File: src/rtl/tl45_pkg.sv
// Shared types for the TL45 front end: fetch entries, fetch FSM states and
// the instruction word used for error entries.
package tl45_pkg;

    typedef struct packed {
        logic [31:0] pc;
        logic [31:0] inst;
        logic        err;
    } fetch_entry_t;

    typedef enum logic [1:0] {
        IDLE,
        REQ,
        WAIT,
        HALT
    } fetch_state_t;

    localparam logic [31:0] NOP_INST = 32'h0000_0000;

endpackage

File: src/rtl/tl45_prefetch_if.sv
// Wishbone B4 pipelined read-only bus between the prefetch master and memory.
// Handshake: the master raises cyc+stb with addr and holds them while stall is
// high; the request is accepted on the first edge with stb && !stall. Exactly one
// ack or err then ends it while cyc is still high; dropping cyc aborts the request.
interface tl45_prefetch_if #(
    parameter int AW = 30
);
    logic          o_wb_cyc;
    logic          o_wb_stb;
    logic [AW-1:0] o_wb_addr;
    logic          i_wb_stall;
    logic          i_wb_ack;
    logic          i_wb_err;
    logic [31:0]   i_wb_data;

    modport master (
        output o_wb_cyc, o_wb_stb, o_wb_addr,
        input  i_wb_stall, i_wb_ack, i_wb_err, i_wb_data
    );

    modport slave (
        input  o_wb_cyc, o_wb_stb, o_wb_addr,
        output i_wb_stall, i_wb_ack, i_wb_err, i_wb_data
    );
endinterface

File: src/rtl/tl45_sync_fifo.sv
// Synchronous FIFO with registered storage and a combinational head read.
// A push while full is accepted only when a pop happens in the same cycle.
module tl45_sync_fifo #(
    parameter int WIDTH = 8,
    parameter int DEPTH = 4
) (
    input  logic                     i_clk,
    input  logic                     i_reset,
    input  logic                     push,
    input  logic                     pop,
    input  logic                     flush,
    input  logic [WIDTH-1:0]         din,
    output logic [WIDTH-1:0]         dout,
    output logic                     full,
    output logic                     empty,
    output logic [$clog2(DEPTH):0]   count
);
    localparam int PW = $clog2(DEPTH);

    logic [WIDTH-1:0] mem [DEPTH];
    logic [PW:0]      wr_ptr;
    logic [PW:0]      rd_ptr;
    logic             do_push;
    logic             do_pop;

    // Pointers carry one extra wrap bit so full and empty differ only in the MSB.
    assign empty   = (wr_ptr == rd_ptr);
    assign full    = (wr_ptr[PW] != rd_ptr[PW]) && (wr_ptr[PW-1:0] == rd_ptr[PW-1:0]);
    assign count   = wr_ptr - rd_ptr;
    assign dout    = mem[rd_ptr[PW-1:0]];
    assign do_pop  = pop && !empty;
    assign do_push = push && (!full || do_pop);

    always_ff @(posedge i_clk) begin
        if (i_reset) begin
            wr_ptr <= '0;
            rd_ptr <= '0;
            for (int i = 0; i < DEPTH; i++) begin
                mem[i] <= '0;
            end
        end else if (flush) begin
            wr_ptr <= '0;
            rd_ptr <= '0;
        end else begin
            if (do_push) begin
                mem[wr_ptr[PW-1:0]] <= din;
                wr_ptr              <= wr_ptr + 1'b1;
            end
            if (do_pop) begin
                rd_ptr <= rd_ptr + 1'b1;
            end
        end
    end

endmodule

File: src/rtl/tl45_prefetch.sv
// Instruction fetch stage: single-outstanding Wishbone read master feeding a
// prefetch FIFO whose head is presented to decode, with redirect flush/abort.
module tl45_prefetch
    import tl45_pkg::*;
#(
    parameter int          DEPTH    = 4,
    parameter logic [31:0] RESET_PC = 32'h0000_0000,
    parameter int          AW       = 30
) (
    input  logic                 i_clk,
    input  logic                 i_reset,
    input  logic                 i_pipe_stall,
    input  logic                 i_new_pc,
    input  logic [31:0]          i_pc,
    tl45_prefetch_if.master      wb,
    output logic                 o_buf_valid,
    output logic [31:0]          o_buf_pc,
    output logic [31:0]          o_buf_inst,
    output logic                 o_buf_err,
    output fetch_state_t         o_dbg_state
);
    localparam int CW = $clog2(DEPTH) + 1;

    fetch_state_t  state, state_d;
    logic [31:0]   fetch_pc, pc_d;
    logic [AW-1:0] addr_q, addr_d;
    logic          push, pop, flush;
    fetch_entry_t  push_entry, head;
    logic          fifo_full, fifo_empty;
    logic [CW-1:0] fifo_count;
    logic          outstanding;
    logic [CW:0]   occupancy;
    logic          room;
    logic          unused_pc_bits;

    assign unused_pc_bits = ^i_pc[1:0];

    tl45_sync_fifo #(
        .WIDTH ($bits(fetch_entry_t)),
        .DEPTH (DEPTH)
    ) u_fifo (
        .i_clk   (i_clk),
        .i_reset (i_reset),
        .push    (push),
        .pop     (pop),
        .flush   (flush),
        .din     (push_entry),
        .dout    (head),
        .full    (fifo_full),
        .empty   (fifo_empty),
        .count   (fifo_count)
    );

    // An in-flight request reserves a slot, so its ack always finds room.
    assign outstanding = (state == REQ) || (state == WAIT);
    assign occupancy   = {1'b0, fifo_count} + {{CW{1'b0}}, outstanding};
    assign room        = !fifo_full && (occupancy < (CW+1)'(DEPTH));

    assign o_buf_valid = !fifo_empty;
    assign o_buf_pc    = head.pc;
    assign o_buf_inst  = head.inst;
    assign o_buf_err   = head.err;
    assign pop         = o_buf_valid && !i_pipe_stall;

    assign wb.o_wb_cyc  = outstanding;
    assign wb.o_wb_stb  = (state == REQ);
    assign wb.o_wb_addr = addr_q;
    assign o_dbg_state  = state;

    always_ff @(posedge i_clk) begin
        if (i_reset) begin
            state    <= IDLE;
            fetch_pc <= RESET_PC;
            addr_q   <= '0;
        end else begin
            state    <= state_d;
            fetch_pc <= pc_d;
            addr_q   <= addr_d;
        end
    end

    always_comb begin
        state_d    = state;
        pc_d       = fetch_pc;
        addr_d     = addr_q;
        push       = 1'b0;
        flush      = 1'b0;
        push_entry = '0;
        if (i_new_pc) begin
            // Redirect wins over everything; a response landing now is dropped.
            flush   = 1'b1;
            state_d = IDLE;
            pc_d    = {i_pc[31:2], 2'b00};
        end else begin
            case (state)
                IDLE: begin
                    if (room) begin
                        state_d = REQ;
                        addr_d  = fetch_pc[AW+1:2];
                    end
                end
                REQ, WAIT: begin
                    // In REQ a response only counts once the strobe is accepted.
                    if ((state == WAIT) || !wb.i_wb_stall) begin
                        if (wb.i_wb_ack) begin
                            push       = 1'b1;
                            push_entry = '{pc: fetch_pc, inst: wb.i_wb_data, err: 1'b0};
                            pc_d       = fetch_pc + 32'd4;
                            state_d    = IDLE;
                        end else if (wb.i_wb_err) begin
                            push       = 1'b1;
                            push_entry = '{pc: fetch_pc, inst: NOP_INST, err: 1'b1};
                            state_d    = HALT;
                        end else begin
                            state_d = WAIT;
                        end
                    end
                end
                HALT: state_d = HALT;
                default: state_d = IDLE;
            endcase
        end
    end

endmodule

File: src/flat_wrapper.sv
// flat-port wrapper written by rule: the top's interface ports become plain ports
module tl45_prefetch_flat import tl45_pkg::*;
#(
    parameter int          DEPTH    = 4,
    parameter logic [31:0] RESET_PC = 32'h0000_0000,
    parameter int          AW       = 30
)
  (i_clk, i_reset, i_pipe_stall, i_new_pc, i_pc, o_buf_valid, o_buf_pc, o_buf_inst, o_buf_err, o_dbg_state, wb_o_wb_cyc, wb_o_wb_stb, wb_o_wb_addr, wb_i_wb_stall, wb_i_wb_ack, wb_i_wb_err, wb_i_wb_data);
  tl45_prefetch_if #(.AW(AW)) wb_i ();
  input  logic i_clk;
  input  logic i_reset;
  input  logic i_pipe_stall;
  input  logic i_new_pc;
  input  logic [31:0] i_pc;
  output logic o_buf_valid;
  output logic [31:0] o_buf_pc;
  output logic [31:0] o_buf_inst;
  output logic o_buf_err;
  output fetch_state_t o_dbg_state;
  output wire logic [$bits(wb_i.o_wb_cyc)-1:0] wb_o_wb_cyc;
  output wire logic [$bits(wb_i.o_wb_stb)-1:0] wb_o_wb_stb;
  output wire logic [$bits(wb_i.o_wb_addr)-1:0] wb_o_wb_addr;
  input wire logic [$bits(wb_i.i_wb_stall)-1:0] wb_i_wb_stall;
  input wire logic [$bits(wb_i.i_wb_ack)-1:0] wb_i_wb_ack;
  input wire logic [$bits(wb_i.i_wb_err)-1:0] wb_i_wb_err;
  input wire logic [$bits(wb_i.i_wb_data)-1:0] wb_i_wb_data;
  assign wb_o_wb_cyc = wb_i.o_wb_cyc;
  assign wb_o_wb_stb = wb_i.o_wb_stb;
  assign wb_o_wb_addr = wb_i.o_wb_addr;
  assign wb_i.i_wb_stall = wb_i_wb_stall;
  assign wb_i.i_wb_ack = wb_i_wb_ack;
  assign wb_i.i_wb_err = wb_i_wb_err;
  assign wb_i.i_wb_data = wb_i_wb_data;
  tl45_prefetch #(.DEPTH(DEPTH), .RESET_PC(RESET_PC), .AW(AW)) u_core (.i_clk(i_clk), .i_reset(i_reset), .i_pipe_stall(i_pipe_stall), .i_new_pc(i_new_pc), .i_pc(i_pc), .wb(wb_i), .o_buf_valid(o_buf_valid), .o_buf_pc(o_buf_pc), .o_buf_inst(o_buf_inst), .o_buf_err(o_buf_err), .o_dbg_state(o_dbg_state));
endmodule
File: config.mk
export PLATFORM = sky130hd
export DESIGN_NAME = tl45_prefetch_flat
export DESIGN_NICKNAME = d
export VERILOG_FILES = /design/src/rtl/tl45_pkg.sv /design/src/rtl/tl45_prefetch_if.sv /design/src/rtl/tl45_sync_fifo.sv /design/src/rtl/tl45_prefetch.sv /design/src/flat_wrapper.sv
export SDC_FILE = /design/constraint.sdc
export NUM_CORES = 1
export LEC_CHECK = 0
export BUFFER_PORTS_ARGS = -buffer_cell sky130_fd_sc_hd__buf_2
export CAP_MARGIN = 5
export CORE_MARGIN = 2
export CORE_UTILIZATION = 55
export CTS_BUF_LIST = sky130_fd_sc_hd__clkbuf_4 sky130_fd_sc_hd__clkbuf_8
export DETAILED_ROUTE_END_ITERATION = 12
export PLACE_DENSITY = 0.76
export SKIP_CTS_REPAIR_TIMING = 1
export SLEW_MARGIN = 10
export SYNTH_ARGS = -nofsm -noshare
export SYNTH_HDL_FRONTEND = slang
export SYNTH_SLANG_ARGS = --single-unit
File: constraint.sdc
create_clock -name i_clk -period 9.7 [get_ports i_clk]
set_input_delay 0.97 -clock i_clk [delete_from_list [all_inputs] [get_ports i_clk]]
set_output_delay 0.97 -clock i_clk [all_outputs]
set_load 0.05 [all_outputs]
==> Implementation_results.wiki, run 1 <==
{| class="wikitable"
! Metric !! Value
|-
| Area share of fa/ha/maj cells after synthesis || 0.909%
|-
| Overall fraction of global-route tracks in use || 23.9%
|-
| Number of remaining DRC errors || 0
|-
| Setup repair after global routing missed its margin || false
|-
| Main combinational cell family by area after synthesis || simple AND/OR/NAND/NOR gates
|-
| Unique cell type count in the Yosys netlist || 57
|-
| Slew Viols, Final || 0
|-
| Die Span X || 167 µm
|-
| Later-pin clock latency in the skew report || 0.57 ns
|-
| Final hold viol count || 0
|-
| Depth of the worst register-to-register path || 7
|-
| Number of buffers added on ports || 166
|-
| Fin util || 63.8%
|-
| Min-delay src || u_core.wb.o_wb_addr[10]$_SDFFE_PP0P_
|-
| Static leakage || 6.58 nW
|-
| Per-cell via count in the routed design || 6.11
|-
| Routed wire length || 33.7 mm
|-
| Post-DRT Antenna Nets || 0
|-
| Area fraction in and, or, nand and nor cells after synthesis || 17.8%
|-
| Library cell appearing most often on the critical path || buf_4
|-
| Post-synthesis mux area share || 10.0%
|-
| Synth Flop Type || edfxtp_1
|-
| Amount of wire on met2 after detailed routing || 16.3 mm
|-
| HPWL reported at the end of detailed placement || ~20 mm
|-
| Filler Cells Inserted || 1951
|-
| Minimum clock period || roughly 4.2 ns
|-
| Site row count || 59
|-
| Cell type contributing the most total cell area after synthesis || edfxtp_1
|-
| Max H-tree Level || 2
|-
| Number of buffers inserted during clock tree synthesis || 51
|-
| Fraction of the cycle the final worst path needs || 43.5%
|-
| Clock buffer depth || 3
|-
| Clock sink count || between 300 and 400
|-
| Final weighted congestion of routability-driven global placement || 0.881
|-
| Cell type of the slowest stage on the worst timing path || or2_2
|-
| Number of global-route vias before repair || 9742
|-
| Outcome || complete, no violations
|-
| Synth top cells by count || 252 x edfxtp_1, 135 x and3_1, 117 x and2_1
|-
| Worst Path Required || 9.89 ns
|-
| Critical path buffer and inverter count || 4
|-
| Detailed Route Iter0 Violations || 847
|-
| Area occupied by multi-input gates || about 5200 µm²
|-
| Most numerous cell in the Yosys netlist || edfxtp_1
|-
| Xor and xnor area share after synthesis || 0.660%
|-
| Initial antenna violation count || 1
|-
| Routed wire length per instance || 21.0 µm
|-
| Category of the most critical setup path || primary input to flop
|-
| Number of warnings printed during yosys synthesis || 0
|-
| FF-to-FF End || u_core.u_fifo.mem[0][37]$_SDFFCE_PN0P_
|-
| Pre-CTS setup slack || 4.90 ns
|-
| Hold Path Depth || 2
|-
| Area growth syn-to-layout || 14.0%
|-
| Total length of routed met3 wires || 2.39 mm
|-
| Complex-gate fraction of the synthesized area || 5.87%
|-
| Critical path depth in cells || 7
|-
| Cell chain of the critical path || buf_2 -> inv_2 -> o2111a_1 -> and4_1 -> buf_4 -> or2_2 -> buf_4
|-
| Share of the yosys chip area belonging to registers || 61.4%
|-
| Number of nets in the layout || 1311
|-
| Mapped Area || ~15000 µm²
|-
| Worst hold-check path type || flop to flop
|-
| Flop-to-flop setup slack || approximately 5.7 ns
|-
| Highest routed metal layer || met4
|-
| Slew at the pin with the worst max-slew slack || 1.05 ns
|-
| Overflow after GRT || 0
|-
| Clock tree skew after final layout || 0.0170 ns
|-
| Clock transition at the registers of the reported paths || 0.06 ns
|-
| Wl on met1 || 14.2 mm
|-
| Power density cells || 178 nW/µm²
|-
| Initial core utilization || between 50% and 60%
|-
| Critical-path maximum fanout || 64
|-
| Family with the most delay on the worst path || buffers and inverters
|-
| CTS tree || built
|-
| Register area || roughly 9000 µm²
|-
| First-pass GRT wire length || 52.7 mm
|-
| Minimum setup slack in the final design || roughly 5.5 ns
|-
| Kind of start point of the critical path || primary input
|-
| Maximum ir drop on the vdd rail || approximately 130 µV
|-
| Die boundary height || 167 µm
|-
| Synth top area cells || edfxtp_1 52%, mux4_2 9.7%, dfxtp_1 9.6%
|-
| Area enclosed by the die boundary || ~28000 µm²
|-
| Slew headroom || a little under a third
|-
| Root buffer selected by CTS || clkbuf_8
|-
| CP max stage delay || 0.70 ns
|-
| Crit end category || flop
|-
| #FFs+latches synth || around 320
|-
| Endpoint arrival time on the critical path || 4.41 ns
|-
| Routed vias || 9805
|-
| Pin count of the biggest net entering global routing || 135
|-
| Fraction of layout cells with a size suffix above 1 || between 20 and 30%
|-
| Maximum clock frequency || 237 MHz
|-
| Finish-stage setup viols || 0
|-
| Final TNS setup || 0 ns
|-
| Placeable core region || approximately 26000 µm²
|-
| Top-level port count || 171
|-
| Worst Hold End || u_core.wb.o_wb_addr[10]$_SDFFE_PP0P_
|-
| Mean Syn Cell Area || 13.2 µm²
|-
| Synthesized instance count || 1107
|-
| Area share of the leading cell type in the synthesized netlist || 51.8%
|-
| Number of maximum-capacitance constraint violations || 0
|-
| Number of flops mapped to enable cells by yosys || 252
|-
| Async S/R FF share, synth || 0%
|-
| Reg-to-reg startpoint || u_core.o_dbg_state[1]$_SDFFE_PP0P_
|-
| Detailed-routing iteration count for the pre-antenna-repair pass || 7
|}
[registers in the layout (all words and copies together) (netlist names), named ones only]
| name | count |
|---|---|
| u_core.u_fifo.rd_ptr | 3 |
| u_core.u_fifo.wr_ptr | 3 |
| u_core.wb.o_wb_addr | 30 |
| u_core.fetch_pc | 30 |
| u_core.o_dbg_state | 2 |
| u_core.u_fifo.mem | 252 |
[final cells by class]
cell class / count / area share [%]
diodes: 1 / 0.0150
repair buffers: 179 / 5.58
clock buffers: 75 / 5.53
flip-flops and latches: 322 / 53.9
clock inverters: 17 / 0.797
well taps: 335 / 2.52
multi-input cells: 664 / 31.4
inverters: 12 / 0.271
[through the flow]
stage	hold WS (ns)	power, mW	instance area (µm²)	cells
2_1_floorplan	0.492	1.74	14600	1108
3_3_place_gp	0.461	1.80	15600	1512
3_5_place_dp	0.465	1.81	15600	1512
4_1_cts	0.479	2.98	16600	1604
5_1_grt	0.494	3.05	16600	1605
6_report	0.478	2.96	16600	1605
[worst register-to-register path: stages, from the launching register on]
cell and delay [ns]:
dfxtp_1 0.46, inv_1 0.12, ha_1 0.56, o2111a_1 0.37, and4_1 0.22, buf_4 0.58
or2_2 0.71, buf_4 0.60
[power breakdown]
group | switching (mW) | internal (mW) | total, mW
logic | 0.150 | 0.0558 | 0.205
registers | 0.0386 | 1.54 | 1.57
clock network | 0.517 | 0.660 | 1.18
[layer usage]
layer	vias up	global-route usage [%]
li1	4489	-
met2	393	39.0
met5	-	0
met3	61	4.18
met1	4862	32.8
met4	0	8.40
[worst max-delay path by stage]
stage	from	endpoint
2_1_floorplan	u_core.o_dbg_state[0]$_SDFFE_PP0P_	u_core.u_fifo.mem[3][0]$_DFFE_PP_
3_3_place_gp	i_new_pc	u_core.u_fifo.mem[0][27]$_SDFFCE_PN0P_
3_5_place_dp	i_new_pc	u_core.u_fifo.mem[0][27]$_SDFFCE_PN0P_
4_1_cts	i_new_pc	u_core.u_fifo.mem[0][37]$_SDFFCE_PN0P_
5_1_grt	i_new_pc	u_core.u_fifo.mem[0][37]$_SDFFCE_PN0P_
6_report	i_new_pc	u_core.u_fifo.mem[0][37]$_SDFFCE_PN0P_
[cells in the final DEF, fill, tap and decap left out, drive strengths merged, types with 7 or more instances in the layout]
cell / synthesis / layout
nand2: 19 / 19
ha: 9 / 9
a311oi: 16 / 16
mux4: 63 / 63
inv: 12 / 13
nor3: 13 / 13
clkinv: 0 / 13
and2: 121 / 121
nand4: 18 / 18
dfxtp: 70 / 70
nor4: 9 / 9
edfxtp: 252 / 252
nand3: 51 / 51
a211oi: 8 / 8
and3: 135 / 135
or3: 7 / 7
o31ai: 12 / 12
clkbuf: 92 / 75
buf: 18 / 179
o21ai: 39 / 39
or4: 14 / 14
a21oi: 34 / 34
nor2: 37 / 37
[kinds of logic after synthesis]
| logic type | after synthesis |
|---|---|
| AND/OR/NAND/NOR | 441 |
| buffers and inverters | 122 |
| other | 1 |
| adder cells (fa/ha/maj) | 10 |
| AO/OA/AOI/OAI | 133 |
| flip-flops | 322 |
| XOR/XNOR | 11 |
| multiplexers | 67 |
Power figures use the tool's default switching activity.
==> inputs of run 2 (changes only) <==
==> constraint.sdc (replaced) <==
create_clock -name i_clk -period 4.4 [get_ports i_clk]
set_input_delay 0.44 -clock i_clk [delete_from_list [all_inputs] [get_ports i_clk]]
set_output_delay 0.44 -clock i_clk [all_outputs]
set_load 0.05 [all_outputs]
==> Implementation_results.wiki, run 2 (same netlist as run 1, synthesis figures left out) <==
{| class="wikitable"
! Metric !! Value
|-
| Outcome || complete, no violations
|-
| Maximum ir drop on the vdd rail || 243 µV (+91%)
|-
| Finish-stage setup viols || 0 (unchanged)
|-
| Number of global-route vias before repair || 9746 (+0.041%)
|-
| Worst Path Required || 4.83 ns (-5.06 ns)
|-
| Min-delay src || i_pc[31]
|-
| Fraction of the cycle the final worst path needs || 76.6%
|-
| Most common cell after layout, fill and taps aside || edfxtp_1
|-
| Area growth syn-to-layout || 14.7%
|-
| Cell type of the slowest stage on the worst timing path || nor3_2
|-
| Detailed-routing iteration count for the pre-antenna-repair pass || 7 (unchanged)
|-
| Root buffer selected by CTS || clkbuf_8
|-
| Static leakage || 6.65 nW (+1.0%)
|-
| Top-level port count || 171 (unchanged)
|-
| Setup repair after global routing missed its margin || false
|-
| Detailed Route Iter0 Violations || 846 (-0.12%)
|-
| Hold Path Depth || 3 (+1)
|-
| Routed wire length per instance || 20.9 µm (-0.40%)
|-
| Power density cells || 391 nW/µm² (+120%)
|-
| Final hold viol count || 0 (unchanged)
|-
| Number of nets in the layout || 1317 (+0.46%)
|-
| Minimum setup slack in the final design || 1.03 ns (-4.45 ns)
|-
| Overflow after GRT || 0 (unchanged)
|-
| Clock sink count || 322 (unchanged)
|-
| Die Span X || 167 µm (unchanged)
|-
| Kind of start point of the critical path || flop
|-
| Flop-to-flop setup slack || 1.03 ns (-4.64 ns)
|-
| Worst hold slack || 0.115 ns (-0.363 ns)
|-
| Worst Hold End || u_core.fetch_pc[31]$_SDFFE_PP0P_
|-
| Placed cells || 1517 (+0.33%)
|-
| Die boundary height || 167 µm (unchanged)
|-
| Maximum clock frequency || 297 MHz
|-
| Number of buffers added on ports || 166 (unchanged)
|-
| Endpoint arrival time on the critical path || 3.80 ns (-0.61 ns)
|-
| Highest-count cells in the layout ignoring fill and taps || 252 x edfxtp_1, 166 x buf_2, 135 x and3_1
|-
| Number of buffers inserted during clock tree synthesis || 52 (+2.0%)
|-
| Final weighted congestion of routability-driven global placement || 0.848 (-3.8%)
|-
| Register with the most flip-flops || u_core.u_fifo.mem
|-
| Max FFs per register || 252 (unchanged)
|-
| Category of the most critical setup path || flop to flop
|-
| Slew at the pin with the worst max-slew slack || 1.03 ns (-0.0120 ns)
|-
| Number of antenna diodes || 0 (-1)
|-
| CP max stage delay || 0.78 ns (+0.08 ns)
|-
| Initial core utilization || 56.0% (unchanged)
|-
| CP startpoint || u_core.o_dbg_state[0]$_SDFFE_PP0P_
|-
| CTS tree || built
|-
| Site row count || 59 (unchanged)
|-
| Routed vias || 9803 (-0.020%)
|-
| Filler Cells Inserted || 1932 (-0.97%)
|-
| Worst hold-check path type || primary input to flop
|-
| Slew Viols, Final || 0 (unchanged)
|-
| Slew headroom || 31.1% (+0.80 points)
|-
| Placeable core region || 26100 µm² (unchanged)
|-
| Critical-path maximum fanout || 48 (-25%)
|-
| Depth of the worst register-to-register path || 7 (unchanged)
|-
| Initial antenna violation count || 1 (unchanged)
|-
| Minimum clock period || between 3 and 4 ns
|-
| Pre-CTS setup slack || 1.08 ns (-3.82 ns)
|-
| Number of maximum-capacitance constraint violations || 0 (unchanged)
|-
| Routed wire length || 33.7 mm (+0.10%)
|-
| HPWL reported at the end of detailed placement || 20.0 mm (+1.9%)
|-
| Fraction of layout cells with a size suffix above 1 || 28.6% (+0.74 points)
|-
| Max H-tree Level || 2 (unchanged)
|-
| Cell chain of the critical path || inv_1 -> ha_1 -> nand2b_1 -> o2111ai_1 -> nor3_2 -> buf_4 -> and3_1
|-
| FF-to-FF End || u_core.u_fifo.mem[3][4]$_DFFE_PP_
|-
| Per-cell via count in the routed design || 6.08 (-0.52%)
|-
| Post-DRT Antenna Nets || 0 (unchanged)
|-
| First-pass GRT wire length || 52.6 mm (about the same)
|-
| Crit end category || flop
|-
| Final Power || 6.55 mW (+120%)
|-
| Later-pin clock latency in the skew report || 0.59 ns (+0.02 ns)
|-
| Clock transition at the registers of the reported paths || 0.07 ns (about the same)
|-
| Number of remaining DRC errors || 0 (unchanged)
|-
| Overall fraction of global-route tracks in use || 24.0% (+0.085 points)
|-
| Area enclosed by the die boundary || 27900 µm² (unchanged)
|-
| Clock tree skew after final layout || 0.0279 ns (+0.0109 ns)
|-
| Pin count of the biggest net entering global routing || 135 (unchanged)
|-
| Non-filler cells in the finished layout || 1613 (+0.50%)
|-
| Reg-to-reg startpoint || u_core.o_dbg_state[0]$_SDFFE_PP0P_
|-
| Clock buffer depth || 3 (unchanged)
|}
[run 2: worst max-delay path by stage]
stage | to | slack (ns) | cells after the start
floorplan | u_core.u_fifo.mem[3][0]$_DFFE_PP_ | -0.09 | 5
global placement | u_core.u_fifo.mem[1][14]$_SDFFCE_PN0P_ | 1.20 | 7
detailed placement | u_core.u_fifo.mem[3][16]$_DFFE_PP_ | 1.08 | 7
CTS | u_core.u_fifo.mem[3][4]$_DFFE_PP_ | 1.03 | 7
global route | u_core.u_fifo.mem[3][22]$_DFFE_PP_ | 0.83 | 7
finish | u_core.u_fifo.mem[3][4]$_DFFE_PP_ | 1.03 | 7
[run 2: critical path, delay by kind of cell, from the launching register on]
kind                       cells  cell delay (ns)
and+or+nand+nor                3             1.44
DFF                            1             0.35
AOI/OAI and AO/OA              1             0.55
adders and majority gates      1             0.16
buffers and inverters          2             0.68
[run 2: cell type report]
cell class / count / area, µm² / share of cell area [%]
Clock inverter: 23 / 168 / 1.00
Multi-Input combinational cell: 664 / 5230 / 31.2
Timing Repair Buffer: 184 / 1000 / 5.99
Tap cell: 335 / 419 / 2.50
Sequential cell: 322 / 8980 / 53.6
Clock buffer: 73 / 905 / 5.40
Inverter: 12 / 45.0 / 0.269
[run 2: report_power, final]
group / internal [mW] / total [mW] / leakage (nW) / switching (mW)
registers: 3.38 / 3.47 / 3.18 / 0.0862
logic: 0.129 / 0.460 / 2.89 / 0.332
clock network: 1.45 / 2.62 / 0.574 / 1.17
[run 2: through the flow]
| stage | TNS [ns] | utilization (%) | instance area (µm²) |
|---|---|---|---|
| after floorplan | -5.59 | - | 14600 |
| after global placement | 0 | 60.2 | 15700 |
| after detailed placement | 0 | 60.2 | 15700 |
| after CTS | 0 | 64.3 | 16700 |
| after global routing | 0 | 64.3 | 16700 |
| final | 0 | 64.3 | 16700 |
[run 2: metal layers]
metal | track usage [%] | up-vias | part of all wire, %
met5 | 0 | - | 0.027
met4 | 8.32 | 2 | 2.3
met3 | 4.13 | 48 | 7.0
met2 | 39.1 | 409 | 48
met1 | 33.0 | 4850 | 42
li1 | - | 4494 | -
==> inputs of run 3 (changes only) <==
--- a/config.mk
+++ b/config.mk
@@ -5,13 +5,14 @@
 export SDC_FILE = /design/constraint.sdc
 export NUM_CORES = 1
 export LEC_CHECK = 0
+export ABC_AREA = 1
 export BUFFER_PORTS_ARGS = -buffer_cell sky130_fd_sc_hd__buf_2
 export CAP_MARGIN = 5
 export CORE_MARGIN = 2
 export CORE_UTILIZATION = 55
 export CTS_BUF_LIST = sky130_fd_sc_hd__clkbuf_4 sky130_fd_sc_hd__clkbuf_8
 export DETAILED_ROUTE_END_ITERATION = 12
-export PLACE_DENSITY = 0.76
+export PLACE_DENSITY = 0.79
 export SKIP_CTS_REPAIR_TIMING = 1
 export SLEW_MARGIN = 10
 export SYNTH_ARGS = -nofsm -noshare
==> constraint.sdc (replaced) <==
create_clock -name i_clk -period 3 [get_ports i_clk]
set_input_delay 0.3 -clock i_clk [delete_from_list [all_inputs] [get_ports i_clk]]
set_output_delay 0.3 -clock i_clk [all_outputs]
set_load 0.05 [all_outputs]
==> Implementation_results.wiki, run 3 <==
{| class="wikitable"
! Metric !! Value
|-
| Number of antenna diodes || 0 (unchanged)
|-
| Depth of the worst register-to-register path || 8 (+1)
|-
| Initial antenna violation count || 0 (-1)
|-
| Die Span X || 166 µm (-0.41%)
|-
| Per-cell via count in the routed design || 5.63 (-7.4%)
|-
| Async S/R FF share, synth || 0% (unchanged)
|-
| Finish-stage setup viols || 0 (unchanged)
|-
| Crit end category || output pin
|-
| Share of the yosys chip area belonging to registers || 62.0% (+0.52 points)
|-
| Hold Path Depth || 3 (unchanged)
|-
| Fraction of layout cells with a size suffix above 1 || 17.1% (-12 points)
|-
| Number of buffers added on ports || 166 (unchanged)
|-
| Later-pin clock latency in the skew report || 0.57 ns (-0.02 ns)
|-
| Worst hold-check path type || primary input to flop
|-
| #FFs+latches synth || 322 (unchanged)
|-
| Most numerous cell in the Yosys netlist || nor2_1
|-
| Synthesized instance count || 1576 (+42%)
|-
| Outcome || complete, no violations
|-
| Setup repair after global routing missed its margin || false
|-
| Kind of start point of the critical path || flop
|-
| Routed vias || 11.9k (+21%)
|-
| Final weighted congestion of routability-driven global placement || 0.913 (+7.7%)
|-
| HPWL reported at the end of detailed placement || 23.1 mm (+16%)
|-
| Number of nets in the layout || 1818 (+38%)
|-
| Unique cell type count in the Yosys netlist || 34 (-40%)
|-
| Slew Viols, Final || 0 (unchanged)
|-
| Root buffer selected by CTS || clkbuf_8
|-
| Top-level port count || 171 (unchanged)
|-
| Site row count || 59 (unchanged)
|-
| Minimum clock period || ~2.7 ns
|-
| Pin count of the biggest net entering global routing || 127 (-5.9%)
|-
| Clock sink count || 322 (unchanged)
|-
| Area growth syn-to-layout || 16.3%
|-
| Fraction of the cycle the final worst path needs || 90.3%
|-
| Cell type of the slowest stage on the worst timing path || buf_4
|-
| Final Power || 9.67 mW (+48%)
|-
| Initial core utilization || 55.7% (-0.31 points)
|-
| Synth top cells by count || 409 x nor2_1, 252 x edfxtp_1, 219 x nand2_1
|-
| Clock tree skew after final layout || 0.0298 ns (+0.00183 ns)
|-
| Max H-tree Level || 2 (unchanged)
|-
| Area enclosed by the die boundary || 27600 µm² (-0.82%)
|-
| Maximum ir drop on the vdd rail || 328 µV (+35%)
|-
| First-pass GRT wire length || 59.4 mm (+13%)
|-
| Filler Cells Inserted || 2124 (+9.9%)
|-
| Final hold viol count || 0 (unchanged)
|-
| Critical-path maximum fanout || 63 (+31%)
|-
| Cell type contributing the most total cell area after synthesis || edfxtp_1
|-
| Category of the most critical setup path || flop to output pin
|-
| Highest-count cells in the layout ignoring fill and taps || 408 x nor2_1, 252 x edfxtp_1, 216 x nand2_1
|-
| Worst Path Required || 2.70 ns (-2.13 ns)
|-
| Overflow after GRT || 0 (unchanged)
|-
| Slew at the pin with the worst max-slew slack || 0.750 ns (-0.283 ns)
|-
| Mapped Area || 14500 µm² (-0.84%)
|-
| Detailed Route Iter0 Violations || 1504 (+78%)
|-
| Slew headroom || 50.0% (+19 points)
|-
| Fin util || 64.8% (+0.51 points)
|-
| Endpoint arrival time on the critical path || 2.41 ns (-1.39 ns)
|-
| Area share of the leading cell type in the synthesized netlist || 52.3% (+0.44 points)
|-
| Post-DRT Antenna Nets || 0 (unchanged)
|-
| Synth Flop Type || edfxtp_1
|-
| Number of remaining DRC errors || 0 (unchanged)
|-
| Number of global-route vias before repair || 11.6k (+19%)
|-
| Number of buffers inserted during clock tree synthesis || 51 (-1.9%)
|-
| Synth top area cells || edfxtp_1 52%, nor2_1 11%, dfxtp_1 9.7%
|-
| Register with the most flip-flops || u_core.u_fifo.mem
|-
| Final TNS setup || 0 ns (unchanged)
|-
| Mean Syn Cell Area || 9.18 µm² (-30%)
|-
| Max FFs per register || 252 (unchanged)
|-
| Minimum setup slack in the final design || 0.291 ns (-0.738 ns)
|-
| Pre-CTS setup slack || 0.418 ns (-0.657 ns)
|-
| Cell chain of the critical path || buf_4 -> o21ai_0 -> o22ai_1 -> buf_2
|-
| Number of flops mapped to enable cells by yosys || 252 (unchanged)
|-
| Maximum clock frequency || ~370 MHz
|-
| Routed wire length || 37.5 mm (+11%)
|-
| Die boundary height || 166 µm (-0.41%)
|-
| Clock transition at the registers of the reported paths || 0.06 ns (about the same)
|-
| CTS tree || built
|-
| Placeable core region || 26000 µm² (-0.28%)
|-
| Clock buffer depth || 3 (unchanged)
|-
| Power density cells || 575 nW/µm² (+47%)
|-
| Static leakage || 6.68 nW (+0.39%)
|-
| Detailed-routing iteration count for the pre-antenna-repair pass || 5 (-2)
|-
| Overall fraction of global-route tracks in use || 26.8% (+2.7 points)
|-
| CP max stage delay || 0.58 ns (-0.20 ns)
|-
| Number of maximum-capacitance constraint violations || 0 (unchanged)
|-
| Routed wire length per instance || 17.7 µm (-15%)
|-
| Most common cell after layout, fill and taps aside || nor2_1
|-
| Number of warnings printed during yosys synthesis || 0 (unchanged)
|}
## run 3: metal layers
| metal | vias to the layer above | routed length [µm] | track usage [%] |
|---|---|---|---|
| met5 | - | 0 | 0 |
| met3 | 79 | 4000 | 3.91 |
| met4 | 0 | 1100 | 9.52 |
| met1 | 5565 | 14700 | 36.3 |
| met2 | 655 | 17700 | 44.4 |
| li1 | 5586 | - | - |
## run 3: area by class of cell
| type | count | area (µm²) | area share [%] |
|---|---|---|---|
| multi-input cells | 1020 | 4620 | 27.5 |
| repair buffers | 199 | 1250 | 7.45 |
| clock buffers | 67 | 853 | 5.07 |
| inverters | 143 | 546 | 3.24 |
| well taps | 335 | 419 | 2.49 |
| clock inverters | 25 | 158 | 0.937 |
| flip-flops and latches | 322 | 8980 | 53.4 |
## run 3: cell families after synthesis
logic type | synth area share (%)
AOI/OAI and AO/OA | 11.7
xor gates and xnor gates | 0.484
adders and majority gates | 0.916
buffers and inverters | 6.47
DFF | 62.0
other | 0.0259
and+or+nand+nor | 18.4
## run 3: worst paths after layout
path	startpoint	endpoint	slack [ns]
max	flop	o_buf_pc[13]	0.29
min	i_pc[13]	u_core.fetch_pc[13]$_SDFFE_PP0P_	0.01
max reg2reg	u_core.u_fifo.wr_ptr[0]$_SDFFE_PP0N_	u_core.u_fifo.mem[3][12]$_DFFE_PP_	0.42
min reg2reg	u_core.wb.o_wb_addr[27]$_SDFFE_PP0P_	u_core.wb.o_wb_addr[27]$_SDFFE_PP0P_	0.44
## run 3: stage by stage
| step | std cells | hold slack (ns) | cell area [µm²] |
|---|---|---|---|
| after floorplan | 1577 | 0.463 | 14500 |
| after global placement | 2019 | 0.429 | 15800 |
| after detailed placement | 2019 | 0.437 | 15800 |
| after CTS | 2111 | -0.00907 | 16800 |
| after global routing | 2111 | 0.00798 | 16800 |
| final | 2111 | 0.0113 | 16800 |
## run 3: where the power goes
group	leakage [nW]	internal (mW)	switching (mW)	total, mW
sequential	3.18	4.98	0.102	5.08
combinational	2.96	0.216	0.671	0.886
clock	0.530	2.02	1.69	3.71
## run 3: critical path, delay by kind of cell (launching register included)
kind	cells	cell delay (ns)
compound gates	2	0.57
buf+inv	2	0.92
flops	1	0.33
